**config.mk**
```make
export PLATFORM = sky130hd
export DESIGN_NAME = tiny_proc_loader
export DESIGN_NICKNAME = d
export VERILOG_FILES = /design/src/rtl/tiny_proc_loader.sv
export SDC_FILE = /design/constraint.sdc
export NUM_CORES = 1
export LEC_CHECK = 0
export CAP_MARGIN = 20
export CORE_MARGIN = 4
export CORE_UTILIZATION = 50
export CTS_BUF_LIST = sky130_fd_sc_hd__clkbuf_16
export DETAILED_ROUTE_END_ITERATION = 10
export HOLD_SLACK_MARGIN = 0.08
export PLACE_DENSITY = 0.8
export SLEW_MARGIN = 0
export SYNTH_ARGS = -nofsm -noshare
export SYNTH_HDL_FRONTEND = slang
export SYNTH_SLANG_ARGS = --single-unit
```
**constraint.sdc**
```tcl
create_clock -name clk -period 3.35 [get_ports clk]
set_input_delay 0.67 -clock clk [delete_from_list [all_inputs] [get_ports clk]]
set_output_delay 0.67 -clock clk [all_outputs]
set_load 0.05 [all_outputs]
```
**src/rtl/tiny_proc_loader.sv**
```systemverilog
// Board-side loader for the tiny processor demo: resets the processor, shifts the
// program image in serially on a divided clock, then lets it run until done.
module tiny_proc_loader #(
   parameter int MEM_DEPTH  = 16,
   parameter int WORD_W     = 8,
   parameter int CLK_DIV    = 2,
   parameter int RST_CYCLES = 4
) (
   input  logic       clk,
   input  logic       rst,
   input  logic       drive,
   input  logic       done_in,
   output logic       sclk_out,
   output logic       rst_n_out,
   output logic       mosi_out,
   output logic [1:0] mode_out
);
   localparam int TOTAL = MEM_DEPTH * WORD_W;
   localparam int CW    = $clog2(TOTAL) + 1;
   localparam int AW    = (MEM_DEPTH > 1) ? $clog2(MEM_DEPTH) : 1;
   localparam int BW    = (WORD_W > 1) ? $clog2(WORD_W) : 1;
   localparam int DW    = (CLK_DIV > 1) ? $clog2(CLK_DIV) : 1;

   localparam logic [2:0] S_IDLE     = 3'd0;
   localparam logic [2:0] S_PROC_RST = 3'd1;
   localparam logic [2:0] S_LOAD     = 3'd2;
   localparam logic [2:0] S_RUN      = 3'd3;
   localparam logic [2:0] S_DONE     = 3'd4;

   localparam logic [1:0] MODE_IDLE = 2'b00;
   localparam logic [1:0] MODE_LOAD = 2'b01;
   localparam logic [1:0] MODE_RUN  = 2'b10;

   // Program image, preloaded hierarchically by the bench or by a synthesis init file.
   logic [WORD_W-1:0] mem [0:MEM_DEPTH-1];

   logic [2:0]    state_q, state_d;
   logic [DW-1:0] div_q, div_d;
   logic [CW-1:0] cnt_q, cnt_d;
   logic [AW-1:0] word_q, word_d;
   logic [BW-1:0] bpos_q, bpos_d;
   logic          done_q, done_d;
   logic          sclk_q, sclk_d;
   logic          rst_n_q, rst_n_d;
   logic          mosi_q, mosi_d;
   logic [1:0]    mode_q, mode_d;
   logic          tick, rise, fall;

   always_comb begin
      state_d = state_q;
      div_d   = div_q;
      cnt_d   = cnt_q;
      word_d  = word_q;
      bpos_d  = bpos_q;
      sclk_d  = sclk_q;
      rst_n_d = rst_n_q;
      mosi_d  = mosi_q;
      mode_d  = mode_q;
      done_d  = (state_q == S_RUN) & done_in;
      tick    = (div_q == DW'(CLK_DIV - 1));
      rise    = tick & ~sclk_q;
      fall    = tick & sclk_q;

      if (state_q == S_PROC_RST || state_q == S_LOAD || state_q == S_RUN) begin
         div_d = tick ? '0 : div_q + 1'b1;
         if (tick) sclk_d = ~sclk_q;
      end

      case (state_q)
         S_IDLE: begin
            sclk_d  = 1'b0;
            rst_n_d = 1'b0;
            mosi_d  = 1'b0;
            mode_d  = MODE_IDLE;
            div_d   = '0;
            cnt_d   = '0;
            if (drive) state_d = S_PROC_RST;
         end
         S_PROC_RST: begin
            if (rise) cnt_d = cnt_q + 1'b1;
            if (fall && cnt_q == CW'(RST_CYCLES)) begin
               state_d = S_LOAD;
               rst_n_d = 1'b1;
               mode_d  = MODE_LOAD;
               mosi_d  = mem[{AW{1'b0}}][WORD_W-1];
               cnt_d   = '0;
               word_d  = '0;
               bpos_d  = BW'(WORD_W - 1);
            end
         end
         S_LOAD: begin
            // cnt_q counts bits already sampled; on a fall present the next one.
            if (rise) cnt_d = cnt_q + 1'b1;
            if (fall) begin
               if (cnt_q == CW'(TOTAL)) begin
                  state_d = S_RUN;
                  mode_d  = MODE_RUN;
                  mosi_d  = 1'b0;
               end else begin
                  if (bpos_q == '0) begin
                     word_d = word_q + 1'b1;
                     bpos_d = BW'(WORD_W - 1);
                  end else begin
                     bpos_d = bpos_q - 1'b1;
                  end
                  mosi_d = mem[word_d][bpos_d];
               end
            end
         end
         S_RUN: begin
            if (fall && done_q) begin
               state_d = S_DONE;
               mode_d  = MODE_IDLE;
            end
         end
         S_DONE: begin
            sclk_d  = 1'b0;
            rst_n_d = 1'b1;
            mosi_d  = 1'b0;
            mode_d  = MODE_IDLE;
            div_d   = '0;
            if (!drive) begin
               state_d = S_IDLE;
               rst_n_d = 1'b0;
            end
         end
         default: state_d = S_IDLE;
      endcase
   end

   always_ff @(posedge clk or posedge rst) begin
      if (rst) begin
         state_q <= S_IDLE;
         div_q   <= '0;
         cnt_q   <= '0;
         word_q  <= '0;
         bpos_q  <= '0;
         done_q  <= 1'b0;
         sclk_q  <= 1'b0;
         rst_n_q <= 1'b0;
         mosi_q  <= 1'b0;
         mode_q  <= MODE_IDLE;
      end else begin
         state_q <= state_d;
         div_q   <= div_d;
         cnt_q   <= cnt_d;
         word_q  <= word_d;
         bpos_q  <= bpos_d;
         done_q  <= done_d;
         sclk_q  <= sclk_d;
         rst_n_q <= rst_n_d;
         mosi_q  <= mosi_d;
         mode_q  <= mode_d;
      end
   end

   assign sclk_out  = sclk_q;
   assign rst_n_out = rst_n_q;
   assign mosi_out  = mosi_q;
   assign mode_out  = mode_q;
endmodule

```
==> flow_summary.html, run 1 <==
<table>
<tr><th>Metric</th><th>Value</th></tr>
<tr><th colspan="2">Outcome</th></tr>
<tr><td>Result of the run</td><td>finished, final reports clean</td></tr>
<tr><th colspan="2">Synth</th></tr>
<tr><td>Top-area cell type share of the netlist area</td><td>42.7%</td></tr>
<tr><td>Multiplexer share of the synthesized area</td><td>0%</td></tr>
<tr><td>Number of distinct library cells after synthesis</td><td>38</td></tr>
<tr><td>Dominant cells by area after synthesis</td><td>sky130_fd_sc_hd__dfrtp_1 (43%), sky130_fd_sc_hd__nor2_1 (3.4%), sky130_fd_sc_hd__nand3_1 (3.0%), sky130_fd_sc_hd__o21ai_0 (3.0%), sky130_fd_sc_hd__nand2_1 (2.6%)</td></tr>
<tr><td>Synthesized area per cell</td><td>9.78 µm²</td></tr>
<tr><td>XOR/XNOR Fraction of Synth Area</td><td>4.39%</td></tr>
<tr><td>Total of warnings raised by yosys</td><td>0</td></tr>
<tr><td>Combined area of all synthesized cells</td><td>997 µm²</td></tr>
<tr><td>Adder-cell share of the synthesized area</td><td>2.51%</td></tr>
<tr><td>Instance count of the mapped netlist</td><td>102</td></tr>
<tr><td>Share of the synthesized area in compound gates (AO/OA/AOI/OAI)</td><td>13.2%</td></tr>
<tr><td>Fraction of the mapped netlist area in simple logic gates</td><td>33.0%</td></tr>
<tr><td>Number of nets produced by synthesis</td><td>108</td></tr>
<tr><td>Library cell with the largest summed area after synthesis</td><td>sky130_fd_sc_hd__dfrtp_1</td></tr>
<tr><td>Flip-flop and latch count after synthesis</td><td>17</td></tr>
<tr><td>Main combinational cell family by area after synthesis</td><td>simple AND/OR/NAND/NOR gates</td></tr>
<tr><td>Sequential element share of the synthesized area</td><td>42.7%</td></tr>
<tr><th colspan="2">STA</th></tr>
<tr><td>Minimum clock period after layout</td><td>2.24 ns</td></tr>
<tr><td>Number of failing hold endpoints at the final stage</td><td>0</td></tr>
<tr><td>Setup TNS</td><td>0 ns</td></tr>
<tr><td>Maximum clock skew at final layout</td><td>0.00326 ns</td></tr>
<tr><td>Number of max-slew violations in the final report</td><td>0</td></tr>
<tr><td>Minimum hold slack</td><td>0.552 ns</td></tr>
<tr><td>Worst Max-Slew Pin Slew</td><td>0.629 ns</td></tr>
<tr><td>Tightest slew margin relative to the limit</td><td>58.0%</td></tr>
<tr><td>RSZ-0062 raised after global routing</td><td>false</td></tr>
<tr><td>Highest achievable clock rate</td><td>0.447 GHz</td></tr>
<tr><td>Post-route clock period utilization</td><td>66.8%</td></tr>
<tr><td>Final setup fails</td><td>0</td></tr>
<tr><th colspan="2">Floorplanning</th></tr>
<tr><td>Placement Rows</td><td>15</td></tr>
<tr><td>Number of ports placed on the die boundary</td><td>9</td></tr>
<tr><td>Overall die area</td><td>2770 µm²</td></tr>
<tr><td>Vertical die dimension</td><td>52.7 µm</td></tr>
<tr><td>CORE AREA</td><td>1800 µm²</td></tr>
<tr><td>Initial standard-cell utilization of the core</td><td>55.3%</td></tr>
<tr><td>Width of the die</td><td>52.7 µm</td></tr>
<tr><th colspan="2">Layout</th></tr>
<tr><td>Post-Layout Inst Area</td><td>1150 µm²</td></tr>
<tr><td>Fraction of final layout cells with drive strength greater than 1</td><td>11.9%</td></tr>
<tr><td>Number of cells in the finished layout apart from fillers</td><td>134</td></tr>
<tr><td>Number of inserted filler cells in the final layout</td><td>145</td></tr>
<tr><td>Final antenna diode count</td><td>0</td></tr>
<tr><td>Area Overhead vs Synth</td><td>15.8%</td></tr>
<tr><td>Final #Nets</td><td>116</td></tr>
<tr><td>Seq. cell area</td><td>425 µm²</td></tr>
<tr><td>Area used by multi-input combinational logic</td><td>533 µm²</td></tr>
<tr><th colspan="2">Global route</th></tr>
<tr><td>Global-route usage over all layers</td><td>18.4%</td></tr>
<tr><td>Maximum number of pins on one net before global-route repair</td><td>18</td></tr>
<tr><td>Global-route congestion overflow total</td><td>0</td></tr>
<tr><td>Number of antenna violations at the first check in global routing</td><td>0</td></tr>
<tr><td>Via count of the first global-routing pass</td><td>822</td></tr>
<tr><td>First-pass GRT wire length</td><td>3.74 mm</td></tr>
<tr><th colspan="2">Detailed routing</th></tr>
<tr><td>Sum of met3 wire segment lengths after detailed routing</td><td>72 µm</td></tr>
<tr><td>Drt first pass iters</td><td>4</td></tr>
<tr><td>Total Routed Length</td><td>2.02 mm</td></tr>
<tr><td>Wire length on met2</td><td>953 µm</td></tr>
<tr><td>Antenna-violating nets left</td><td>0</td></tr>
<tr><td>Top layer used by detailed routing</td><td>met4</td></tr>
<tr><td>Number of DRC markers in iteration 0</td><td>39</td></tr>
<tr><td>Post-DR vias/cell</td><td>5.82</td></tr>
<tr><td>Routed vias</td><td>780</td></tr>
<tr><td>Average routed wire per standard cell</td><td>15.1 µm</td></tr>
<tr><td>Wl on met1</td><td>971 µm</td></tr>
<tr><td>Drt drc</td><td>0</td></tr>
<tr><th colspan="2">Worst setup path</th></tr>
<tr><td>Crit Path Category</td><td>reg -&gt; out</td></tr>
<tr><td>Reg-to-reg slack, setup</td><td>1.59 ns</td></tr>
<tr><td>WP data required</td><td>2.68 ns</td></tr>
<tr><td>CP bufs+invs</td><td>1</td></tr>
<tr><td>Launch point of the worst path</td><td>sclk_out</td></tr>
<tr><td>Arrival time at the worst endpoint</td><td>1.57 ns</td></tr>
<tr><td>Ordered cell list for the critical path</td><td>clkdlybuf4s50_1</td></tr>
<tr><td>CP endpoint kind</td><td>output pin</td></tr>
<tr><td>Maximum fanout count along the critical path</td><td>6</td></tr>
<tr><td>Crit path launch type</td><td>flip-flop</td></tr>
<tr><td>Delay-heaviest family, CP</td><td>buffers and inverters</td></tr>
<tr><td>Max incr delay on CP</td><td>0.85 ns</td></tr>
<tr><td>Slowest library cell on the worst path</td><td>sky130_fd_sc_hd__clkdlybuf4s50_1</td></tr>
<tr><td>Beginning of the worst register-to-register path</td><td>state_q[2]</td></tr>
<tr><th colspan="2">Place</th></tr>
<tr><td>Detailed placer's ending HPWL</td><td>1.40 mm</td></tr>
<tr><td>Area after detailed placement</td><td>1070 µm²</td></tr>
<tr><td>Placer Congestion</td><td>0.767</td></tr>
<tr><td>Instance count after placement with tap cells included</td><td>130</td></tr>
<tr><td>Number of I/O port buffers</td><td>7</td></tr>
<tr><th colspan="2">CTS</th></tr>
<tr><td>Insertion delay of the later-clocked pin in the worst-skew pair</td><td>0.25 ns</td></tr>
<tr><td>Deepest clock path buffer count</td><td>2</td></tr>
<tr><td>Clock root cell</td><td>sky130_fd_sc_hd__clkbuf_16</td></tr>
<tr><td>Clock transition at the registers of the reported paths</td><td>0.05 ns</td></tr>
<tr><td>Post-cts gate resize count</td><td>0</td></tr>
<tr><td>Sinks on Clock Net</td><td>17</td></tr>
<tr><td>Number of buffers created by CTS</td><td>3</td></tr>
<tr><td>CTS H-Tree Depth</td><td>1</td></tr>
<tr><td>Postcts setup bufs</td><td>0</td></tr>
<tr><td>Clock tree from TritonCTS</td><td>yes</td></tr>
<tr><td>Hold-fix buffers at CTS</td><td>0</td></tr>
<tr><th colspan="2">Flow run</th></tr>
<tr><td># Max-Cap Violations</td><td>0</td></tr>
<tr><th colspan="2">Min path</th></tr>
<tr><td>Min-delay src</td><td>mode_out[0]</td></tr>
<tr><td>Hold Crit Class</td><td>reg -&gt; reg</td></tr>
<tr><th colspan="2">Power</th></tr>
<tr><td>Power after layout</td><td>0.964 mW</td></tr>
<tr><td>Static power due to leakage</td><td>0.526 nW</td></tr>
<tr><td>Worst voltage drop across the vdd grid</td><td>341 µV</td></tr>
<tr><td>Power per cell area</td><td>835 nW/µm²</td></tr>
</table>
per-stage QoR:
| step | utilization (%) | setup slack, ns |
|---|---|---|
| finish | 64.1 | 1.11 |
| global route | 64.1 | 1.05 |
| CTS | 64.1 | 1.10 |
| detailed placement | 59.7 | 1.37 |
| global placement | 59.7 | 1.39 |
| floorplan | - | 1.61 |
flip-flops by register name, summed over array words and instances (netlist names):
signal / cells
cnt_q: 8
mode_out: 2
rst_n_out: 1
done_q: 1
sclk_out: 1
div_q: 1
state_q: 3
final timing paths:
check,to,cells past startpoint
max in group asynchronous,cnt_q[5],2
setup / recovery,sclk_out,1
hold / removal,mode_out[0],2
min in group asynchronous,div_q,2
setup reg to reg,cnt_q[7],4
hold reg to reg,mode_out[0],2
cells in the final DEF (no fill, tap or decap):
cell type	synthesis	routed
sky130_fd_sc_hd__nor2b_1	3	3
sky130_fd_sc_hd__clkinv_2	0	1
sky130_fd_sc_hd__a2bb2oi_1	1	1
sky130_fd_sc_hd__and2_1	2	2
sky130_fd_sc_hd__nand4b_4	1	1
sky130_fd_sc_hd__nand2b_1	3	3
sky130_fd_sc_hd__xnor2_1	2	2
sky130_fd_sc_hd__conb_1	1	1
sky130_fd_sc_hd__nand4_1	4	4
sky130_fd_sc_hd__and3_1	2	2
sky130_fd_sc_hd__o41ai_2	1	1
sky130_fd_sc_hd__a211oi_4	1	1
sky130_fd_sc_hd__nor3b_4	1	1
sky130_fd_sc_hd__clkdlybuf4s50_1	0	7
sky130_fd_sc_hd__clkbuf_16	0	3
sky130_fd_sc_hd__nor3_2	1	1
sky130_fd_sc_hd__nor2_1	9	9
sky130_fd_sc_hd__nand3_1	6	6
sky130_fd_sc_hd__a21boi_0	1	1
sky130_fd_sc_hd__and2_4	1	1
sky130_fd_sc_hd__ha_1	2	2
sky130_fd_sc_hd__or3_1	2	2
sky130_fd_sc_hd__a22oi_1	1	1
sky130_fd_sc_hd__and4b_4	1	1
sky130_fd_sc_hd__dfrtp_1	17	17
sky130_fd_sc_hd__o21ai_0	6	6
sky130_fd_sc_hd__nor3_1	1	1
sky130_fd_sc_hd__inv_1	4	4
sky130_fd_sc_hd__a41oi_1	1	1
sky130_fd_sc_hd__and2b_1	1	1
sky130_fd_sc_hd__nand2_1	7	7
sky130_fd_sc_hd__o211ai_1	1	1
sky130_fd_sc_hd__xor2_1	3	3
sky130_fd_sc_hd__and4_1	1	1
sky130_fd_sc_hd__a21oi_1	5	5
sky130_fd_sc_hd__nand3b_1	2	2
sky130_fd_sc_hd__nor3b_1	1	1
sky130_fd_sc_hd__nand3_2	2	2
final cells by class:
class                   instances  share of cell area [%]
clock buffers                   3                    6.50
clock inverters                 1                   0.433
inverters                       4                    1.30
multi-input cells              77                    46.2
flip-flops and latches         17                    36.8
well taps                      25                    2.71
repair buffers                  7                    6.07
logic make-up after synthesis:
kind of cell | Yosys count
compound gates | 18
fa+ha+maj | 2
buf+inv | 8
simple gates | 51
xor+xnor | 5
other cells | 1
flops | 17
synth_stat cells:
| cell type | number |
|---|---|
| sky130_fd_sc_hd__a41oi_1 | 1 |
| sky130_fd_sc_hd__nand2b_1 | 3 |
| sky130_fd_sc_hd__nor2_1 | 9 |
| sky130_fd_sc_hd__nand4b_4 | 1 |
| sky130_fd_sc_hd__and4_1 | 1 |
| sky130_fd_sc_hd__nand2_1 | 7 |
| sky130_fd_sc_hd__a21boi_0 | 1 |
| sky130_fd_sc_hd__buf_2 | 1 |
| sky130_fd_sc_hd__nor3b_4 | 1 |
| sky130_fd_sc_hd__nand3b_1 | 2 |
| sky130_fd_sc_hd__nor3b_1 | 1 |
| sky130_fd_sc_hd__and2_4 | 1 |
| sky130_fd_sc_hd__o41ai_2 | 1 |
| sky130_fd_sc_hd__nand3_1 | 6 |
| sky130_fd_sc_hd__and2b_1 | 1 |
| sky130_fd_sc_hd__xor2_1 | 3 |
| sky130_fd_sc_hd__nor3_2 | 1 |
| sky130_fd_sc_hd__conb_1 | 1 |
| sky130_fd_sc_hd__nand3_2 | 2 |
| sky130_fd_sc_hd__and3_1 | 2 |
| sky130_fd_sc_hd__or3_1 | 2 |
| sky130_fd_sc_hd__clkbuf_1 | 1 |
| sky130_fd_sc_hd__dfrtp_1 | 17 |
| sky130_fd_sc_hd__and2_1 | 2 |
| sky130_fd_sc_hd__buf_4 | 2 |
| sky130_fd_sc_hd__and4b_4 | 1 |
| sky130_fd_sc_hd__a2bb2oi_1 | 1 |
| sky130_fd_sc_hd__inv_1 | 4 |
| sky130_fd_sc_hd__o21ai_0 | 6 |
| sky130_fd_sc_hd__nor2b_1 | 3 |
| sky130_fd_sc_hd__nand4_1 | 4 |
| sky130_fd_sc_hd__a21oi_1 | 5 |
| sky130_fd_sc_hd__xnor2_1 | 2 |
| sky130_fd_sc_hd__a22oi_1 | 1 |
| sky130_fd_sc_hd__nor3_1 | 1 |
| sky130_fd_sc_hd__a211oi_4 | 1 |
| sky130_fd_sc_hd__ha_1 | 2 |
| sky130_fd_sc_hd__o211ai_1 | 1 |
layer usage:
metal | vias to the layer above | track usage (%)
met5 | - | 0
met4 | 0 | 6.81
met3 | 4 | 4.27
met2 | 24 | 27.3
met1 | 380 | 25.7
li1 | 372 | -
where the power goes:
part           switching (mW)  internal [mW]  total, mW
clock                  0.0778          0.160      0.237
sequential              0.101          0.258      0.359
combinational           0.208          0.159      0.368
total                   0.387          0.577      0.964
(Power assumes the default switching activity.)
==> run 2: changes to the inputs <==
==> constraint.sdc (replaced) <==
create_clock -name clk -period 2.2 [get_ports clk]
set_input_delay 0.44 -clock clk [delete_from_list [all_inputs] [get_ports clk]]
set_output_delay 0.44 -clock clk [all_outputs]
set_load 0.05 [all_outputs]
==> flow_summary.html, run 2 (same netlist as run 1, synthesis figures left out) <==
<table>
<tr><th>Metric</th><th>Value</th></tr>
<tr><th colspan="2">Min path</th></tr>
<tr><td>Cell depth of the worst min-delay path</td><td>2 (unchanged)</td></tr>
<tr><td>Min-delay src</td><td>rst_n_out (was mode_out[0])</td></tr>
<tr><td>Hold path endpoint</td><td>rst_n_out (was mode_out[0])</td></tr>
<tr><td>Hold Crit Class</td><td>reg -&gt; reg (unchanged)</td></tr>
<tr><th colspan="2">Outcome</th></tr>
<tr><td>Result of the run</td><td>finished, final reports clean (unchanged)</td></tr>
<tr><th colspan="2">Worst setup path</th></tr>
<tr><td>Launch point of the worst path</td><td>sclk_out (unchanged)</td></tr>
<tr><td>Delay-heaviest family, CP</td><td>buffers and inverters (unchanged)</td></tr>
<tr><td>Maximum fanout count along the critical path</td><td>6 (unchanged)</td></tr>
<tr><td>Ordered cell list for the critical path</td><td>clkdlybuf4s50_1 (unchanged)</td></tr>
<tr><td>Max incr delay on CP</td><td>0.85 ns (about the same)</td></tr>
<tr><td>Crit path launch type</td><td>flip-flop (unchanged)</td></tr>
<tr><td>CP endpoint kind</td><td>output pin (unchanged)</td></tr>
<tr><td>Reg-to-reg slack, setup</td><td>0.51 ns (was 1.59 ns)</td></tr>
<tr><td>Worst r2r path cells</td><td>6 (was 4)</td></tr>
<tr><td>CP bufs+invs</td><td>1 (unchanged)</td></tr>
<tr><td>Beginning of the worst register-to-register path</td><td>cnt_q[0] (was state_q[2])</td></tr>
<tr><td>Slowest library cell on the worst path</td><td>sky130_fd_sc_hd__clkdlybuf4s50_1 (unchanged)</td></tr>
<tr><td>Worst reg2reg endpoint</td><td>cnt_q[5] (was cnt_q[7])</td></tr>
<tr><td>Arrival time at the worst endpoint</td><td>1.57 ns (about the same)</td></tr>
<tr><td>WP data required</td><td>1.76 ns (was 2.68 ns)</td></tr>
<tr><td>Crit Path Category</td><td>reg -&gt; out (unchanged)</td></tr>
<tr><th colspan="2">Detailed routing</th></tr>
<tr><td>Post-DR vias/cell</td><td>5.54 (was 5.82)</td></tr>
<tr><td>Routed vias</td><td>743 (was 780)</td></tr>
<tr><td>Average routed wire per standard cell</td><td>13.7 µm (was 15.1 µm)</td></tr>
<tr><td>Number of DRC markers in iteration 0</td><td>29 (was 39)</td></tr>
<tr><td>Drt drc</td><td>0 (unchanged)</td></tr>
<tr><td>Total Routed Length</td><td>1.83 mm (was 2.02 mm)</td></tr>
<tr><td>Antenna-violating nets left</td><td>0 (unchanged)</td></tr>
<tr><td>Drt first pass iters</td><td>4 (unchanged)</td></tr>
<tr><th colspan="2">Layout</th></tr>
<tr><td>Most common cell after layout, fill and taps aside</td><td>sky130_fd_sc_hd__dfrtp_1 (unchanged)</td></tr>
<tr><td>Post-Layout Inst Area</td><td>1150 µm² (about the same)</td></tr>
<tr><td>Flip-flop count of the largest register, all copies and words added</td><td>8 (unchanged)</td></tr>
<tr><td>Final #Nets</td><td>116 (unchanged)</td></tr>
<tr><td>Area Overhead vs Synth</td><td>15.7% (was 15.8%)</td></tr>
<tr><td>Largest Register</td><td>cnt_q (unchanged)</td></tr>
<tr><td>Top library cells by usage in the layout, fill and taps aside</td><td>sky130_fd_sc_hd__dfrtp_1 (17), sky130_fd_sc_hd__nor2_1 (9), sky130_fd_sc_hd__nand2_1 (7), sky130_fd_sc_hd__clkdlybuf4s50_1 (7) (unchanged)</td></tr>
<tr><td>Final antenna diode count</td><td>0 (unchanged)</td></tr>
<tr><td>Fraction of final layout cells with drive strength greater than 1</td><td>11.0% (was 11.9%)</td></tr>
<tr><th colspan="2">Global route</th></tr>
<tr><td>Number of antenna violations at the first check in global routing</td><td>0 (unchanged)</td></tr>
<tr><td>Global-route usage over all layers</td><td>16.3% (was 18.4%)</td></tr>
<tr><td>Global-route congestion overflow total</td><td>0 (unchanged)</td></tr>
<tr><td>Global-route track usage on met1</td><td>23.3% (was 25.7%)</td></tr>
<tr><td>GRT busiest layer</td><td>met1 (was met2)</td></tr>
<tr><td>First-pass GRT wire length</td><td>3.31 mm (was 3.74 mm)</td></tr>
<tr><td>Via count of the first global-routing pass</td><td>724 (was 822)</td></tr>
<tr><td>Met2 layer usage reported by global route</td><td>23.1% (was 27.3%)</td></tr>
<tr><td>Met3 track demand over resource in global routing</td><td>3.70% (was 4.27%)</td></tr>
<tr><td>Maximum number of pins on one net before global-route repair</td><td>18 (unchanged)</td></tr>
<tr><th colspan="2">STA</th></tr>
<tr><td>Setup TNS</td><td>0 ns (unchanged)</td></tr>
<tr><td>Worst Max-Slew Pin Slew</td><td>0.612 ns (was 0.629 ns)</td></tr>
<tr><td>Minimum hold slack</td><td>0.533 ns (was 0.552 ns)</td></tr>
<tr><td>Number of failing hold endpoints at the final stage</td><td>0 (unchanged)</td></tr>
<tr><td>Maximum clock skew at final layout</td><td>0.00366 ns (was 0.00326 ns)</td></tr>
<tr><td>Highest achievable clock rate</td><td>0.498 GHz</td></tr>
<tr><td>RSZ-0062 raised after global routing</td><td>false (unchanged)</td></tr>
<tr><td>Setup slack of the critical path after layout</td><td>0.194 ns (was 1.11 ns)</td></tr>
<tr><td>Tightest slew margin relative to the limit</td><td>59.2% (was 58.0%)</td></tr>
<tr><td>Number of max-slew violations in the final report</td><td>0 (unchanged)</td></tr>
<tr><td>Minimum clock period after layout</td><td>2.01 ns</td></tr>
<tr><td>Post-route clock period utilization</td><td>91.2%</td></tr>
<tr><td>Final setup fails</td><td>0 (unchanged)</td></tr>
<tr><th colspan="2">Power</th></tr>
<tr><td>Combinational share of power</td><td>38.3% (was 38.1%)</td></tr>
<tr><td>Power per cell area</td><td>1260 nW/µm² (was 835 nW/µm²)</td></tr>
<tr><td>Static power due to leakage</td><td>0.527 nW (was 0.526 nW)</td></tr>
<tr><td>Internal Power</td><td>0.877 mW (was 0.577 mW)</td></tr>
<tr><td>Switching share of power</td><td>39.6% (was 40.1%)</td></tr>
<tr><td>Sequential Power Share</td><td>37.6% (was 37.2%)</td></tr>
<tr><td>Worst voltage drop across the vdd grid</td><td>757 µV (was 341 µV)</td></tr>
<tr><td>Net load switching power</td><td>0.576 mW (was 0.387 mW)</td></tr>
<tr><td>Part of the power in the clock network</td><td>24.1% (was 24.6%)</td></tr>
<tr><td>Power after layout</td><td>1.45 mW (was 0.964 mW)</td></tr>
<tr><th colspan="2">Place</th></tr>
<tr><td>Detailed placer's ending HPWL</td><td>1.29 mm (was 1.40 mm)</td></tr>
<tr><td>Worst slack at placement</td><td>0.443 ns (was 1.37 ns)</td></tr>
<tr><td>Area after detailed placement</td><td>1070 µm² (unchanged)</td></tr>
<tr><td>Number of I/O port buffers</td><td>7 (unchanged)</td></tr>
<tr><td>Placer Congestion</td><td>0.792 (was 0.767)</td></tr>
<tr><th colspan="2">CTS</th></tr>
<tr><td>Deepest clock path buffer count</td><td>2 (unchanged)</td></tr>
<tr><td>Post-cts gate resize count</td><td>0 (unchanged)</td></tr>
<tr><td>CTS H-Tree Depth</td><td>1 (unchanged)</td></tr>
<tr><td>Clock root cell</td><td>sky130_fd_sc_hd__clkbuf_16 (unchanged)</td></tr>
<tr><td>Number of buffers created by CTS</td><td>3 (unchanged)</td></tr>
<tr><td>Postcts setup bufs</td><td>0 (unchanged)</td></tr>
<tr><td>Clock tree from TritonCTS</td><td>yes (unchanged)</td></tr>
<tr><td>Sinks on Clock Net</td><td>17 (unchanged)</td></tr>
<tr><td>Insertion delay of the later-clocked pin in the worst-skew pair</td><td>0.25 ns (about the same)</td></tr>
<tr><td>Hold-fix buffers at CTS</td><td>0 (unchanged)</td></tr>
<tr><td>Clock transition at the registers of the reported paths</td><td>0.05 ns (about the same)</td></tr>
<tr><th colspan="2">Floorplanning</th></tr>
<tr><td>Placement Rows</td><td>15 (unchanged)</td></tr>
<tr><td>Number of ports placed on the die boundary</td><td>9 (unchanged)</td></tr>
<tr><td>Vertical die dimension</td><td>52.7 µm (unchanged)</td></tr>
<tr><td>Width of the die</td><td>52.7 µm (unchanged)</td></tr>
<tr><td>Initial standard-cell utilization of the core</td><td>55.3% (unchanged)</td></tr>
<tr><td>CORE AREA</td><td>1800 µm² (unchanged)</td></tr>
<tr><td>Overall die area</td><td>2770 µm² (unchanged)</td></tr>
<tr><th colspan="2">Flow run</th></tr>
<tr><td># Max-Cap Violations</td><td>0 (unchanged)</td></tr>
</table>
[run 2: per-stage QoR]
step / cells / utilization [%]
2_1_floorplan: 102 / -
3_3_place_gp: 130 / 59.7
3_5_place_dp: 130 / 59.7
4_1_cts: 134 / 64.0
5_1_grt: 134 / 64.0
6_report: 134 / 64.0
[run 2: how the worst max path moves through the flow]
stage	slack, ns	depth (start not counted)	endpoint
finish	0.19	1	sclk_out
global route	0.12	1	sclk_out
CTS	0.18	1	sclk_out
detailed placement	0.44	1	sclk_out
global placement	0.47	1	sclk_out
floorplan	0.46	4	cnt_q[0]
[run 2: final cells by class]
cell class                 count  area, µm²
tap                           25       31.3
clock inverter                 1       3.75
timing repair buffer           7       70.1
inverter                       4       15.0
multi-input combinational     77        533
sequential                    17        425
clock buffer                   3       75.1
fill                         150        648
[run 2: layer usage]
layer,share of wire (%),vias up
met1,50,352
li1,-,372
met4,1.7,0
met3,3.4,2
met5,0,-
met2,45,17
[run 2: worst min-delay path: stages (launching register included)]
cell and delay (ns):
sky130_fd_sc_hd__dfrtp_1 0.33, sky130_fd_sc_hd__o21ai_0 0.08, sky130_fd_sc_hd__nand3_1 0.08
[run 2: power groups by stage]
stage	sequential, mW	combinational, mW	clock (mW)
3_3_place_gp	0.543	0.540	0
5_1_grt	0.570	0.614	0.367
4_1_cts	0.544	0.558	0.357
2_1_floorplan	0.544	0.433	0
6_report	0.546	0.556	0.350
3_5_place_dp	0.550	0.546	0
